==> config.mk <==
export PLATFORM = sky130hd
export DESIGN_NAME = seq_contador_arb
export DESIGN_NICKNAME = d
export VERILOG_FILES = /design/src/rtl/seq_contador_arb.sv
export SDC_FILE = /design/constraint.sdc
export NUM_CORES = 1
export LEC_CHECK = 0
export CAP_MARGIN = 0
export CORE_ASPECT_RATIO = 0.9
export CORE_MARGIN = 1
export CORE_UTILIZATION = 30
export DETAILED_ROUTE_END_ITERATION = 8
export SYNTH_ARGS = -nofsm -noshare
export SYNTH_HDL_FRONTEND = slang
export SYNTH_SLANG_ARGS = --single-unit
==> constraint.sdc <==
create_clock -name clkk -period 1.99 [get_ports clkk]
set_input_delay 0.398 -clock clkk [delete_from_list [all_inputs] [get_ports clkk]]
set_output_delay 0.398 -clock clkk [all_outputs]
set_load 0.1 [all_outputs]
==> src/rtl/seq_contador_arb.sv <==
// Two-requester round-robin sequencer that drives an external up/down counter
// through clear/step bursts. Optional wrap detection: define SEQ_WRAP_DETECT_EN.
module seq_contador_arb #(
  parameter int WIDTH  = 8,
  parameter int STEP_W = 8
) (
  input  logic              clkk,
  input  logic              rstt,
  input  logic              req0_valid,
  input  logic              req0_dir,
  input  logic              req0_clr,
  input  logic [STEP_W-1:0] req0_steps,
  output logic              req0_ready,
  input  logic              req1_valid,
  input  logic              req1_dir,
  input  logic              req1_clr,
  input  logic [STEP_W-1:0] req1_steps,
  output logic              req1_ready,
  output logic              cnt_en,
  output logic              cnt_ud,
  output logic              cnt_clr,
  input  logic [WIDTH-1:0]  cnt_val,
  output logic              busy,
  output logic              done,
  output logic              done_id,
  output logic [WIDTH-1:0]  result,
  output logic              wrap
);

  typedef enum logic [1:0] {
    IDLE  = 2'd0,
    CLEAR = 2'd1,
    RUN   = 2'd2,
    DONE  = 2'd3
  } state_t;

  state_t              state_r;
  state_t              state_s;
  logic                last_r;
  logic                id_r;
  logic                dir_r;
  logic [STEP_W-1:0]   rem_r;
  logic [WIDTH-1:0]    result_r;

  logic                any_s;
  logic                win_s;
  logic                hs_s;
  logic                sel_dir_s;
  logic                sel_clr_s;
  logic [STEP_W-1:0]   sel_steps_s;

  // Round-robin winner: on a tie the requester not granted last time wins
  always_comb begin
    any_s = req0_valid | req1_valid;
    if (req0_valid && req1_valid) begin
      win_s = ~last_r;
    end else begin
      win_s = req1_valid;
    end
    if (win_s) begin
      sel_dir_s   = req1_dir;
      sel_clr_s   = req1_clr;
      sel_steps_s = req1_steps;
    end else begin
      sel_dir_s   = req0_dir;
      sel_clr_s   = req0_clr;
      sel_steps_s = req0_steps;
    end
    hs_s = (state_r == IDLE) & any_s;
  end

  // Ready is gated by reset so no strobe escapes while the block is held
  assign req0_ready = hs_s & ~win_s & rstt;
  assign req1_ready = hs_s &  win_s & rstt;

  // State register
  always_ff @(posedge clkk or negedge rstt) begin
    if (!rstt) begin
      state_r <= IDLE;
    end else begin
      state_r <= state_s;
    end
  end

  // Next-state logic
  always_comb begin
    state_s = state_r;
    case (state_r)
      IDLE: begin
        if (hs_s) begin
          if (sel_clr_s) begin
            state_s = CLEAR;
          end else if (sel_steps_s != '0) begin
            state_s = RUN;
          end else begin
            state_s = DONE;
          end
        end else begin
          state_s = IDLE;
        end
      end
      CLEAR: begin
        if (rem_r != '0) begin
          state_s = RUN;
        end else begin
          state_s = DONE;
        end
      end
      RUN: begin
        if (rem_r <= STEP_W'(1)) begin
          state_s = DONE;
        end else begin
          state_s = RUN;
        end
      end
      DONE:    state_s = IDLE;
      default: state_s = IDLE;
    endcase
  end

  // Burst context: latched at the handshake, step budget burned down in RUN
  always_ff @(posedge clkk or negedge rstt) begin
    if (!rstt) begin
      last_r <= 1'b1;
      id_r   <= 1'b0;
      dir_r  <= 1'b0;
      rem_r  <= '0;
    end else if (hs_s) begin
      last_r <= win_s;
      id_r   <= win_s;
      dir_r  <= sel_dir_s;
      rem_r  <= sel_steps_s;
    end else if (state_r == RUN) begin
      rem_r  <= rem_r - STEP_W'(1);
    end else begin
      rem_r  <= rem_r;
    end
  end

  // Completion capture; the counter has settled by the DONE cycle
  always_ff @(posedge clkk or negedge rstt) begin
    if (!rstt) begin
      result_r <= '0;
    end else if (state_r == DONE) begin
      result_r <= cnt_val;
    end else begin
      result_r <= result_r;
    end
  end

  // Output decode from the registered state
  always_comb begin
    busy    = 1'b0;
    cnt_en  = 1'b0;
    cnt_ud  = 1'b0;
    cnt_clr = 1'b0;
    done    = 1'b0;
    case (state_r)
      IDLE: begin
        busy = 1'b0;
      end
      CLEAR: begin
        busy    = 1'b1;
        cnt_clr = 1'b1;
      end
      RUN: begin
        busy   = 1'b1;
        cnt_en = 1'b1;
        cnt_ud = dir_r;
      end
      DONE: begin
        busy = 1'b1;
        done = 1'b1;
      end
      default: begin
        busy = 1'b0;
      end
    endcase
  end

  assign done_id = id_r;
  assign result  = (state_r == DONE) ? cnt_val : result_r;

`ifdef SEQ_WRAP_DETECT_EN
  logic wflag_r;
  logic wrap_r;
  logic at_edge_s;

  assign at_edge_s = (dir_r  && (cnt_val == {WIDTH{1'b1}})) ||
                     (!dir_r && (cnt_val == {WIDTH{1'b0}}));

  // Sticky boundary flag for the current burst
  always_ff @(posedge clkk or negedge rstt) begin
    if (!rstt) begin
      wflag_r <= 1'b0;
    end else if (hs_s) begin
      wflag_r <= 1'b0;
    end else if ((state_r == RUN) && at_edge_s) begin
      wflag_r <= 1'b1;
    end else begin
      wflag_r <= wflag_r;
    end
  end

  // Held copy of the flag, updated alongside result
  always_ff @(posedge clkk or negedge rstt) begin
    if (!rstt) begin
      wrap_r <= 1'b0;
    end else if (state_r == DONE) begin
      wrap_r <= wflag_r;
    end else begin
      wrap_r <= wrap_r;
    end
  end

  assign wrap = (state_r == DONE) ? wflag_r : wrap_r;
`else
  assign wrap = 1'b0;
`endif

endmodule

[Word-level counts from Yosys, hierarchy flattened]
Index checks and enable logic that the tools add are counted.
Widths: inputs -> output; s select.
Storage, ports and cells
  bits in registers: 21
  input bits: 32
  output and inout bits: 17
  word-level logic and storage cells: 43
Cells by class
  add/sub/neg operators: 1
  magnitude comparators: 1
  eq/ne operators: 3
  multiplexer cells: 18
  bitwise operators: 8
  reductions and logical operators: 6
Operator list (count)
  $mux 8: 4
  $reduce_bool 8->1: 2
  $mux 1: 10
  $le 8x1->1 const B: 1
  $pmux 2 s4: 1
  $sub 8x1->8 const B: 1
  $and 1x1->1: 5
  $eq 2x2->1 const B: 2
  $mux 2: 2
  $reduce_or 3->1: 1
  $eq 2x1->1 const B: 1
  $logic_not 2->1: 1
  $not 1->1: 2
  $pmux 1 s2: 1
  $reduce_bool 2->1: 1
  $logic_and 1x1->1: 1
  $or 1x1->1: 1

[Depth between registers and ports, before layout]
  word-level depth: 8
  mapped depth: 6
  gate-level depth less buffers: 6

[Worst setup path before layout]
Ideal clock, no wire load.
  kind: reg2out
  start: register state_r[0]
  end: output cnt_ud
  data arrival time: 2.258 ns
  data required time: 1.592 ns
  slack: -0.666 ns
  stages on the path, launching flop included: 4
  buffers on the path: 0
  path through: dfrtp_1 -> inv_1 -> ha_1 -> and2_1
Between the ends
  cells in the longest elaborated chain, start to end: 2
RTL lines
  start, declared: line 37  | state_t state_r;
  start signal, assigned: line 81  | state_r <= state_s;
  $eq 2x2->1: line 158  | case (state_r)
  $mux 1: line 158
  end, declared: line 20  | output logic cnt_ud,
No other way between the ends.

[Worst setup path in the final report]
  start: register state_r[0]
  end: output result[7]
Between the ends
  cells in the longest elaborated chain, start to end: 2
RTL lines
  $eq 2x2->1: line 182  | assign result = (state_r == DONE) ? cnt_val : result_r;
  $mux 8
  end, declared: line 26  | output logic [WIDTH-1:0] result,
No other way between the ends.

==> flow_summary.yaml <==
status:
  run_status: "complete, no violations"
global_routing:
  first_global_vias: 1062
  grt_antenna_before_repair: 0
  first_pass_grt_wire_length_um: 5140
  globalRouteTotalUtil_pct: 17.10
  grt_max_degree: 21
  grt_total_ovfl: 0
timing:
  rsz_0062_raised_after_global_routing: "yes"
  clock-skew-final_ns: 0.007932
  period_needed_ns: 1.932
  post-route-period-util_pct: 97.10
  min_hold_slack_ns: 0.3378
  timing.final.hold_violations: 0
  setup_violations: 0
  timing.fmax_mhz: 517.5
  report.final.slew_viol_count: 0
detailed_routing:
  mean_routed_wirelength_per_cell_um: 14.66
  drtPass1Iterations: 4
  detail-route-antenna-nets: 0
  route.detailed.drc: 0
  via_density: 4.814
  detailroute.via_count: 1035
  drt-initial-drc-count: 27
  finalWirelength_um: 3152
cts:
  clock_tree.htree_level_count: 1
  tritoncts_num_sinks: 21
  tritoncts_clock_tree: "done"
  post_cts_hold_buffers: 0
  cts_buffer_depth: 2
  clock_insertion_delay_worst_skew_ns: 0.27
  clock-root-buffer: "sky130_fd_sc_hd__clkbuf_8"
  cts_inserted_buffers: 3
  clkSlewWorstSetupHoldPaths_ns: 0.09
setup_path:
  path_class: "flop to output port"
  worst_setup_path_end_kind: "output port"
  cp_data_arrival_time_ns: 1.53
  cp_data_required_time_ns: 1.59
  start_kind: "flop"
  worst-path-max-fanout: 9
placement:
  hpwl_um: 2499
  finalWeightedCongestion: 0.7213
  placement.io_buffers: 47
floorplan:
  floorplan.die.width_um: 68.74
  fp.dieArea_um2: 4266
  die_h_um: 62.06
  boundaryPins: 49
  floorplan.core_area_um2: 3784
  placementRows: 21
  start_util_pct: 31.78
layout:
  drive_above_1_share_pct: 30.18
  areaGrowthSynthToFinish_pct: 71.90
  final_net_count: 209
  antenna_cells_inserted: 0
logic_synthesis:
  avgSynthCellArea_um2: 10.37
  yosysWarningCount: 0
  netlist_instances: 116
  yosysSeqAreaShare_pct: 43.81
  synth.net_count: 155
  ys_types: 36
  post_synth_instance_area_um2: 1202
  synth.ff_latch_count: 21
pwr:
  vdd_drop_max_mv: 1.449
  powerDensity_nw_per_um2: 1916
  finalPower_mw: 3.961
  power.leakage_nw: 0.8661
run:
  max_cap_viol_count: 0
min_path:
  worst_hold_path_type: "input pin to async pin"
## final timing paths
check,from,endpoint,slack [ns],cells after the start
min reg2reg,dir_r,dir_r,0.48,2
max,state_r[0],result[7],0.06,4
min,rstt,result_r[5],0.34,1
max in group asynchronous,rstt,last_r,1.08,2
max reg2reg,state_r[0],rem_r[5],0.25,6
min in group clkk,req0_valid,last_r,0.46,2
## routing by layer
| layer | vias up | wire length [um] | track usage [%] |
|---|---|---|---|
| li1 | 513 | - | - |
| met1 | 499 | 1535 | 24.89 |
| met2 | 19 | 1466 | 24.23 |
| met3 | 4 | 77 | 2.372 |
| met4 | 0 | 72 | 9.621 |
| met5 | - | 0 | 0 |
## logic make-up after synthesis
family                   after synthesis  synth area share, %
multiplexers                          12                10.82
XOR/XNOR                               7                5.099
other                                  1               0.3119
AO/OA/AOI/OAI                         26                13.63
adder cells (fa/ha/maj)                7                7.284
buffers and inverters                 12                4.266
AND/OR/NAND/NOR                       30                14.78
flip-flops                            21                43.81
## layout make-up
| cell class | instances | area [um^2] |
|---|---|---|
| fill | 336 | 1717 |
| inverter | 6 | 22.52 |
| tap | 46 | 57.56 |
| sequential | 21 | 526.8 |
| clock inverter | 1 | 5.005 |
| multi-input combinational | 83 | 723.2 |
| clock buffer | 3 | 41.29 |
| timing repair buffer | 55 | 690.7 |
## layout by cell type, fill, tap and decap left out, types with 2 or more instances in the layout
cell                               n
sky130_fd_sc_hd__ha_4              3
sky130_fd_sc_hd__nor2_1            4
sky130_fd_sc_hd__dlymetal6s2s_1    2
sky130_fd_sc_hd__ha_1              3
sky130_fd_sc_hd__inv_1             5
sky130_fd_sc_hd__xnor2_1           6
sky130_fd_sc_hd__a211oi_1          6
sky130_fd_sc_hd__o21ai_0           4
sky130_fd_sc_hd__dfrtp_1          20
sky130_fd_sc_hd__a31oi_1           2
sky130_fd_sc_hd__a21oi_1           7
sky130_fd_sc_hd__buf_12           15
sky130_fd_sc_hd__buf_4             7
sky130_fd_sc_hd__nor4_1            4
sky130_fd_sc_hd__nor2b_1           5
sky130_fd_sc_hd__buf_6             2
sky130_fd_sc_hd__nand2_1           6
sky130_fd_sc_hd__clkbuf_8          3
sky130_fd_sc_hd__clkdlybuf4s50_1  29
sky130_fd_sc_hd__and2_2            2
sky130_fd_sc_hd__mux2i_1           4
sky130_fd_sc_hd__mux2_4            8
## registers in the layout, indices dropped and copies added, names as in the netlist
name,count
state_r,2
last_r,1
result_r,8
dir_r,1
done_id,1
rem_r,8
## per-stage QoR
stage          setup TNS, ns  std cells  instance area (um^2)  utilization [%]  setup WS (ns)
6_report                   0        215                  2067            54.63        0.05771
2_1_floorplan              0        116                  1265                -        0.05430
3_5_place_dp         -0.1225        210                  1963            51.88       -0.09354
5_1_grt             -0.01817        215                  2067            54.63      -0.005137
4_1_cts                    0        215                  2033            53.74       0.001551
3_3_place_gp        -0.03034        210                  1963            51.88       -0.03034
## what timing repair did
action                     4_1_cts  5_1_grt
pin swaps                        0        0
setup endpoints to repair        2        9
buffers inserted                 1        0
resized for setup                4        8
## critical path: stages, from the launching register on
cell and delay (ns):
sky130_fd_sc_hd__dfrtp_1 0.38, sky130_fd_sc_hd__buf_6 0.12, sky130_fd_sc_hd__ha_4 0.25, sky130_fd_sc_hd__mux2_4 0.35
sky130_fd_sc_hd__buf_12 0.17
## power by group
part           switching, mW  leakage, nW  total, mW  internal [mW]
Combinational           1.75        0.594       2.86           1.11
Clock                  0.153       0.0255      0.293          0.140
Sequential             0.154        0.246      0.803          0.649
Total                   2.06        0.866       3.96           1.90
## Yosys cell counts, drive strengths merged
master  instances  area share (%)
dfrtp          20              42
mux2            8             7.5
a21oi           7             2.9
ha              7             7.3
a211oi          6             3.7
inv             6             1.9
nand2           6             1.9
xnor2           6             4.4
nor2            5             1.6
nor2b           5             2.6
nor4            5             3.1
o21ai           5             2.1
mux2i           4             3.3
buf             3             1.5
clkbuf          3            0.94
a31oi           2             1.0
and2            2             1.0
nor3            2             1.2
or4             2             1.6
a21boi          1            0.62
a22o            1            0.73
a32oi           1            0.73
and3            1            0.52
conb            1            0.31
dfstp           1             2.2
nand2b          1            0.52
o21a            1            0.62
o22ai           1            0.52
o31ai           1            0.62
or3b            1            0.73
xor2            1            0.73
No activity file was read; power rests on OpenSTA's default activity.
